**src/rtl/memristor_mult_arbiter.sv**
```systemverilog
// Round-robin arbiter sharing one memristor 4x4 signed multiplier core among
// NUM_REQ requesters. It sequences the core's start/done protocol with a timeout.
module memristor_mult_arbiter #(
   parameter int unsigned NUM_REQ        = 4,
   parameter int unsigned TIMEOUT_CYCLES = 64
) (
   input  logic                       clk,
   input  logic                       rst,
   input  logic [NUM_REQ-1:0]         req_valid,
   output logic [NUM_REQ-1:0]         req_ready,
   input  logic [4*NUM_REQ-1:0]       req_a,
   input  logic [4*NUM_REQ-1:0]       req_b,
   output logic [NUM_REQ-1:0]         rsp_valid,
   input  logic [NUM_REQ-1:0]         rsp_ready,
   output logic [7:0]                 rsp_data,
   output logic                       rsp_err,
   output logic                       mul_start,
   output logic [3:0]                 mul_multiplier,
   output logic [3:0]                 mul_multiplicand,
   input  logic [7:0]                 mul_result,
   input  logic                       mul_done,
   output logic                       busy,
   output logic [$clog2(NUM_REQ)-1:0] grant_id
);

   localparam int unsigned GW = $clog2(NUM_REQ);
   localparam int unsigned TW = $clog2(TIMEOUT_CYCLES);

   typedef enum logic [1:0] {S_IDLE, S_CLEAR, S_RUN, S_RESP} state_t;

   state_t          state, state_nx;
   logic [GW-1:0]   rr_ptr;
   logic [TW-1:0]   timer;
   logic            arb_hit;
   logic [GW-1:0]   arb_idx;
   logic            timeout_hit;

   function automatic logic [GW-1:0] wrap_add(input logic [GW-1:0] p, input int unsigned k);
      int unsigned s;
      s = 32'(p) + k;
      return GW'(s % NUM_REQ);
   endfunction

   function automatic logic [NUM_REQ-1:0] one_hot(input logic [GW-1:0] idx);
      logic [NUM_REQ-1:0] v;
      v      = '0;
      v[idx] = 1'b1;
      return v;
   endfunction

   // First valid requester at or after rr_ptr, wrapping modulo NUM_REQ.
   always_comb begin
      arb_hit = 1'b0;
      arb_idx = '0;
      for (int unsigned k = 0; k < NUM_REQ; k++) begin
         if (!arb_hit && req_valid[wrap_add(rr_ptr, k)]) begin
            arb_hit = 1'b1;
            arb_idx = wrap_add(rr_ptr, k);
         end
      end
   end

   always_comb begin
      req_ready = '0;
      if (!rst && state == S_IDLE && arb_hit)
         req_ready[arb_idx] = 1'b1;
   end

   assign timeout_hit = (timer == TW'(TIMEOUT_CYCLES - 1));
   assign busy        = (state != S_IDLE);

   always_ff @(posedge clk or posedge rst) begin
      if (rst) state <= S_IDLE;
      else     state <= state_nx;
   end

   always_comb begin
      state_nx = state;
      unique case (state)
         S_IDLE:  if (arb_hit)                 state_nx = S_CLEAR;
         S_CLEAR: if (!mul_done)               state_nx = S_RUN;
         S_RUN:   if (mul_done || timeout_hit) state_nx = S_RESP;
         S_RESP:  if (rsp_ready[grant_id])     state_nx = S_IDLE;
         default:                              state_nx = S_IDLE;
      endcase
   end

   always_ff @(posedge clk or posedge rst) begin
      if (rst) begin
         rr_ptr           <= '0;
         grant_id         <= '0;
         timer            <= '0;
         mul_start        <= 1'b0;
         mul_multiplier   <= '0;
         mul_multiplicand <= '0;
         rsp_valid        <= '0;
         rsp_data         <= '0;
         rsp_err          <= 1'b0;
      end else begin
         unique case (state)
            S_IDLE: begin
               if (arb_hit) begin
                  mul_multiplier   <= req_a[4*arb_idx +: 4];
                  mul_multiplicand <= req_b[4*arb_idx +: 4];
                  grant_id         <= arb_idx;
               end
            end
            S_CLEAR: begin
               // A sticky done from the previous operation must drop before starting.
               if (!mul_done) begin
                  mul_start <= 1'b1;
                  timer     <= '0;
               end
            end
            S_RUN: begin
               timer <= timer + 1'b1;
               if (mul_done) begin
                  rsp_data  <= mul_result;
                  rsp_err   <= 1'b0;
                  mul_start <= 1'b0;
                  rsp_valid <= one_hot(grant_id);
               end else if (timeout_hit) begin
                  rsp_data  <= '0;
                  rsp_err   <= 1'b1;
                  mul_start <= 1'b0;
                  rsp_valid <= one_hot(grant_id);
               end
            end
            S_RESP: begin
               if (rsp_ready[grant_id]) begin
                  rsp_valid <= '0;
                  rr_ptr    <= wrap_add(grant_id, 1);
               end
            end
            default: ;
         endcase
      end
   end

endmodule

```
**config.mk**
```make
export PLATFORM = sky130hd
export DESIGN_NAME = memristor_mult_arbiter
export DESIGN_NICKNAME = d
export VERILOG_FILES = /design/src/rtl/memristor_mult_arbiter.sv
export SDC_FILE = /design/constraint.sdc
export NUM_CORES = 1
export LEC_CHECK = 0
export CAP_MARGIN = 40
export CELL_PAD_IN_SITES_DETAIL_PLACEMENT = 0
export CELL_PAD_IN_SITES_GLOBAL_PLACEMENT = 1
export CORE_MARGIN = 2
export CORE_UTILIZATION = 34
export DETAILED_ROUTE_END_ITERATION = 7
export GPL_TIMING_DRIVEN = 0
export HOLD_SLACK_MARGIN = 0.05
export PLACE_DENSITY_LB_ADDON = 0.1
export SLEW_MARGIN = 15
export SYNTH_ARGS = -nofsm -noshare
export SYNTH_HDL_FRONTEND = slang
export SYNTH_SLANG_ARGS = --single-unit
```
**constraint.sdc**
```tcl
create_clock -name clk -period 3.4 [get_ports clk]
set_clock_uncertainty 0.15 [all_clocks]
set_input_delay 0.68 -clock clk [delete_from_list [all_inputs] [get_ports clk]]
set_output_delay 0.68 -clock clk [all_outputs]
set_load 0.1 [all_outputs]
```
== Yosys cells after proc, flatten, opt, wreduce, memory -nomap -nowiden ==
Index checks and enable logic that the tools add are counted.

* Bits in registers: 34
* Latch bits: 0
* Memories kept: 0
* Bits in writable memories: 0
* ROM bits: 0
* Word-level logic and storage cells: 100

* Multiplexer cells: 42
* Add/sub/neg operators: 5
* Reduce and logical (&&, ||, !) cells: 24
* Multiply operators: 0
* Eq/ne operators: 9
* Shifts and indexed selects: 2
* Magnitude comparators: 8
* Bitwise operators: 0
* Divide/modulo/power cells: 0

{| class="wikitable"
|+ Operators by type and width
! cell !! number
|-
| $shiftx A16 B5 Y4 || 2
|-
| $lt A2 B3 Y1 const B || 6
|-
| $mux W1 || 16
|-
| $mux W2 || 8
|-
| $mux W4 || 4
|-
| $mux W8 || 2
|-
| $pmux W6 S2 || 1
|-
| $bmux W1 S2 || 5
|-
| $ne A2 B2 Y1 const B || 4
|-
| $pmux W2 S4 || 1
|-
| $pmux W4 S2 || 1
|-
| $reduce_and A2 Y1 || 4
|-
| $reduce_bool A2 Y1 || 4
|-
| $logic_and A1 B1 Y1 || 7
|-
| $add A6 B1 Y6 const B || 1
|-
| $eq A6 B6 Y1 const B || 1
|-
| $mux W6 || 1
|-
| $reduce_and A3 Y1 || 2
|-
| $add A2 B1 Y2 const B || 2
|-
| $add A2 B2 Y2 const B || 2
|-
| $demux W1 S2 || 2
|-
| $eq A2 B2 Y1 const B || 2
|-
| $ge A2 B1 Y1 const B || 2
|-
| $logic_not A1 Y1 || 4
|-
| 6 further kinds || 6
|}

== Longest topological paths before layout ==
* Word-level depth: 17
* Mapped depth: 7
* Depth with buffers taken out: 7

== Least setup slack after synthesis ==
Ideal clock, no wire load.

* Kind: register -> output
* From: register state[0]
* To: output port req_ready[1]
* Arrival: 3.919 ns
* Data required time: 2.570 ns
* Setup slack: -1.349 ns
* Path buffers: 1
* Stages on the path, launching flop included: 8
* Path through: dfrtp_1 > inv_1 > ha_1 > inv_1 > nor2_1 > and2_1 > buf_2 > nor3b_1

* Longest elaborated chain between the ends: 4

{| class="wikitable"
|+ Ends and longest elaborated chain
! what !! line !! text
|-
| start, declared || 31 || <nowiki>state_t state, state_nx;</nowiki>
|-
| start signal, assigned || 74 || <nowiki>else state <= state_nx;</nowiki>
|-
| $logic_not A2 Y1 || 65 || <nowiki>if (!rst && state == S_IDLE && arb_hit)</nowiki>
|-
| $logic_and A1 B1 Y1 (2 in series) || 65 ||
|-
| $mux W4 || 65 ||
|-
| end, declared || 10 || <nowiki>output logic [NUM_REQ-1:0] req_ready,</nowiki>
|}

Every way passes these cells.

== Final worst setup path ==
* From: input port req_valid[0]
* To: output port req_ready[1]

* Longest elaborated chain between the ends: 17

{| class="wikitable"
|+ Ends and longest elaborated chain
! what !! line !! text
|-
| start, declared || 9 || <nowiki>input logic [NUM_REQ-1:0] req_valid,</nowiki>
|-
| $bmux W1 S2 || 56 || <nowiki>if (!arb_hit && req_valid[wrap_add(rr_ptr, k)]) begin</nowiki>
|-
| $mux W1 (implied by the code) || 56 ||
|-
| $mux W1 || 56 ||
|-
| $logic_not A1 Y1 || 56 ||
|-
| $logic_and A1 B1 Y1 || 56 ||
|-
| $mux W1 || 56 ||
|-
| $logic_not A1 Y1 || 56 ||
|-
| $logic_and A1 B1 Y1 || 56 ||
|-
| $mux W1 || 56 ||
|-
| $logic_not A1 Y1 || 56 ||
|-
| $logic_and A1 B1 Y1 || 56 ||
|-
| $mux W2 || 56 ||
|-
| $lt A2 B3 Y1 (implied by the code) / $ge A2 B1 Y1 (equally long branches) || 66 || <nowiki>req_ready[arb_idx] = 1'b1;</nowiki>
|-
| $logic_and A1 B1 Y1 (implied by the code) || 66 ||
|-
| $mux W1 (implied by the code) || 66 ||
|-
| $demux W1 S2 || 66 ||
|-
| $mux W4 * || 65 ||
|}

Every way passes the cells marked *; elsewhere a longest branch is shown, timed or not. The select of a mux whose other input is x is not followed.

==> impl_metrics.env <==
export IMPL_cp_cell_sequence="clkdlybuf4s15_2, a21oi_1, o21ai_1, o2bb2ai_4, and2_1, buf_6, nor3b_4, buf_12"
export IMPL_slew_viol_final=0
export IMPL_via_per_inst=4.85
export IMPL_final_cell_area_um2=3590
export IMPL_antenna_left=0
export IMPL_min_period_over_period=0.897
export IMPL_grt_pass1_vias=1875
export IMPL_slowest_delay_ns=0.26
export IMPL_numCtsBuffers=5
export IMPL_avgSynthCellArea_um2=9.97
export IMPL_synth_edf_count=0
export IMPL_die_h_um=80.6
export IMPL_ys_types=37
export IMPL_end_kind="output pin"
export IMPL_dpl_cell_area_um2=3450
export IMPL_multi_input_area_um2=1090
export IMPL_yosys_top_cells_count="34 x dfrtp_1, 27 x nand2_1, 13 x nor2_1"
export IMPL_tightest_slew_ns=0.518
export IMPL_startpoint_type="primary input"
export IMPL_synth_top_cell_area_share=0.427
export IMPL_num_rows=27
export IMPL_synthTopCellsByArea="dfrtp_1 43%, mux2_1 6.2%, ha_1 5.6%"
export IMPL_fin_ws_ns=0.350
export IMPL_h_tree_depth=2
export IMPL_grt_pass1_wl_mm=8.72
export IMPL_crit_type="in2out"
export IMPL_hold_violations=0
export IMPL_cap_viol_max_count=0
export IMPL_clk_latency_ns=0.28
export IMPL_ios=80
export IMPL_first_pass_iters=4
export IMPL_vias=1880
export IMPL_root_buffer="clkbuf_8"
export IMPL_cp_max_fo=10
export IMPL_r2r_start="rr_ptr[1]"
export IMPL_whs_ns=0.316
export IMPL_period_needed_ns=3.05
export IMPL_dp_cells=381
export IMPL_path_buf_inv=3
export IMPL_yosysSeqAreaShare=0.427
export IMPL_dp_hpwl_mm=4.17
export IMPL_antenna_found_initial=0
export IMPL_fillers=460
export IMPL_critPathLaunch="req_valid[0]"
export IMPL_critical_path_top_delay_family="buffers and inverters"
export IMPL_die_w_um=80.6
export IMPL_route_detailed_drc=0
export IMPL_setup_viol=0
export IMPL_io_buffers=79
export IMPL_yosysMostFrequentCell="dfrtp_1"
export IMPL_clock_sinks=34
export IMPL_min_from="rsp_data[1]"
export IMPL_p_leak_nw=1.56
export IMPL_seqCellArea_um2=851
export IMPL_yosys_register_bits=34
export IMPL_syn_area_um2=1990
export IMPL_rsz0062_at_grt="no"
export IMPL_wl_per_cell_um=13.9
export IMPL_drtIter0Drc=57
export IMPL_area_growth_pct=80.2
export IMPL_yosys_most_used_dff="dfrtp_1"
export IMPL_fmax_ghz=0.328
export IMPL_slowest_stage="clkdlybuf4s15_2"
export IMPL_critical_path_required_ns=2.57
export IMPL_final_nets=375
export IMPL_power_density_nw_per_um2=1070
export IMPL_drt_total_wl_mm=5.40
export IMPL_arrival_ns=2.22
export IMPL_routabilityCongestion=0.804
export IMPL_drive_gt1_frac=0.212
export IMPL_async_reset_ff_frac=1.00
export IMPL_grt_overflow=0
export IMPL_diodes=0
export IMPL_dp_slack_ns=-0.652
export IMPL_status="finished, final reports clean"
export IMPL_die_area_um2=6490
export IMPL_power_mw=3.86
export IMPL_grt_max_degree=33
export IMPL_syn_instance_count=200
export IMPL_ir_drop_mv=0.658
export IMPL_start_util=0.358
export IMPL_cts_tree="done"
export IMPL_clk_pin_slew_ns=0.07
export IMPL_core_um2=5570
export IMPL_instances_no_fill=388
export IMPL_yosys_area_top_type="dfrtp_1"
export IMPL_max_slew_margin=0.652
export IMPL_holdCritPathClass="reg2reg"
export IMPL_cts_hold_buf=0
export IMPL_track_usage=0.173
export IMPL_ys_warn_count=0
export IMPL_synth_fp_nets=260
export IMPL_final_util=0.644
export IMPL_cts_buffer_depth=2
export IMPL_tns_ns=0
-- layout make-up --
class | instances | share of cell area
inverters | 9 | 0.00940
flip-flops and latches | 34 | 0.237
multi-input cells | 147 | 0.304
repair buffers | 108 | 0.373
clock buffers | 7 | 0.0212
plain buffers | 10 | 0.0212
clock inverters | 1 | 0.00836
well taps | 72 | 0.0251
-- logic make-up (layout without fill, tap and decap cells) --
| group | count (synthesis) | after routing | synth area share |
|---|---|---|---|
| AND/OR/NAND/NOR | 79 | 79 | 0.188 |
| XOR/XNOR | 2 | 2 | 0.00879 |
| multiplexers | 25 | 25 | 0.141 |
| adder cells (fa/ha/maj) | 9 | 9 | 0.0565 |
| flip-flops | 34 | 34 | 0.427 |
| buffers and inverters | 19 | 135 | 0.0521 |
| AO/OA/AOI/OAI | 32 | 32 | 0.127 |
-- flip-flops by register name, indices dropped and copies added, names as in the netlist --
name,flops
grant_id,2
mul_multiplicand,4
mul_multiplier,4
mul_start,1
rr_ptr,2
rsp_data,8
rsp_err,1
rsp_valid,4
state,2
timer,6
-- tightest hold or removal path, cell delays in order (launching register included) --
cell,delay (ns)
dfrtp_1,0.34
nand2_1,0.05
nand2_1,0.05
-- power by group --
| part | internal, mW | leakage, nW | switching, mW |
|---|---|---|---|
| clock | 0.219 | 0.0524 | 0.145 |
| sequential | 0.577 | 0.419 | 0.111 |
| combinational | 1.12 | 1.09 | 1.69 |
| total | 1.92 | 1.56 | 1.94 |
-- cell usage in the layout, fill, tap and decap left out, types with 4 or more instances in the layout --
master | Yosys | routed
nand3_1 | 11 | 11
clkbuf_1 | 6 | 8
nand2_1 | 27 | 27
buf_16 | 0 | 8
o21ai_0 | 9 | 9
nor3_1 | 11 | 10
a211oi_2 | 7 | 7
inv_1 | 9 | 7
mux2_1 | 11 | 11
ha_1 | 9 | 9
buf_8 | 0 | 19
dfrtp_1 | 34 | 34
buf_12 | 1 | 4
nor2b_1 | 5 | 5
nor2_1 | 13 | 12
a21oi_1 | 5 | 5
clkdlybuf4s50_1 | 0 | 71
mux2i_1 | 10 | 10
clkbuf_8 | 0 | 5
-- timing repair --
action,in CTS,in global routing
pin swaps,3,0
setup endpoints to repair,4,1
resized for setup,17,2
buffers inserted,3,0
-- final timing paths --
check,slack (ns),to,depth (start not counted)
min in group asynchronous,0.61,rsp_valid[0],2
setup reg to reg,1.19,mul_multiplicand[2],8
hold reg to reg,0.32,rsp_data[1],2
max in group asynchronous,2.11,mul_multiplier[3],3
hold / removal,0.32,rsp_data[1],2
setup / recovery,0.35,req_ready[1],8
-- metal layers --
metal  vias up  share of wire  track usage
met1       893           0.43        0.220
met3         4          0.050       0.0337
met4         0         0.0085       0.0458
met5         -              0            0
met2        54           0.51        0.299
li1        929              -            -
No activity file was read; power rests on OpenSTA's default activity.
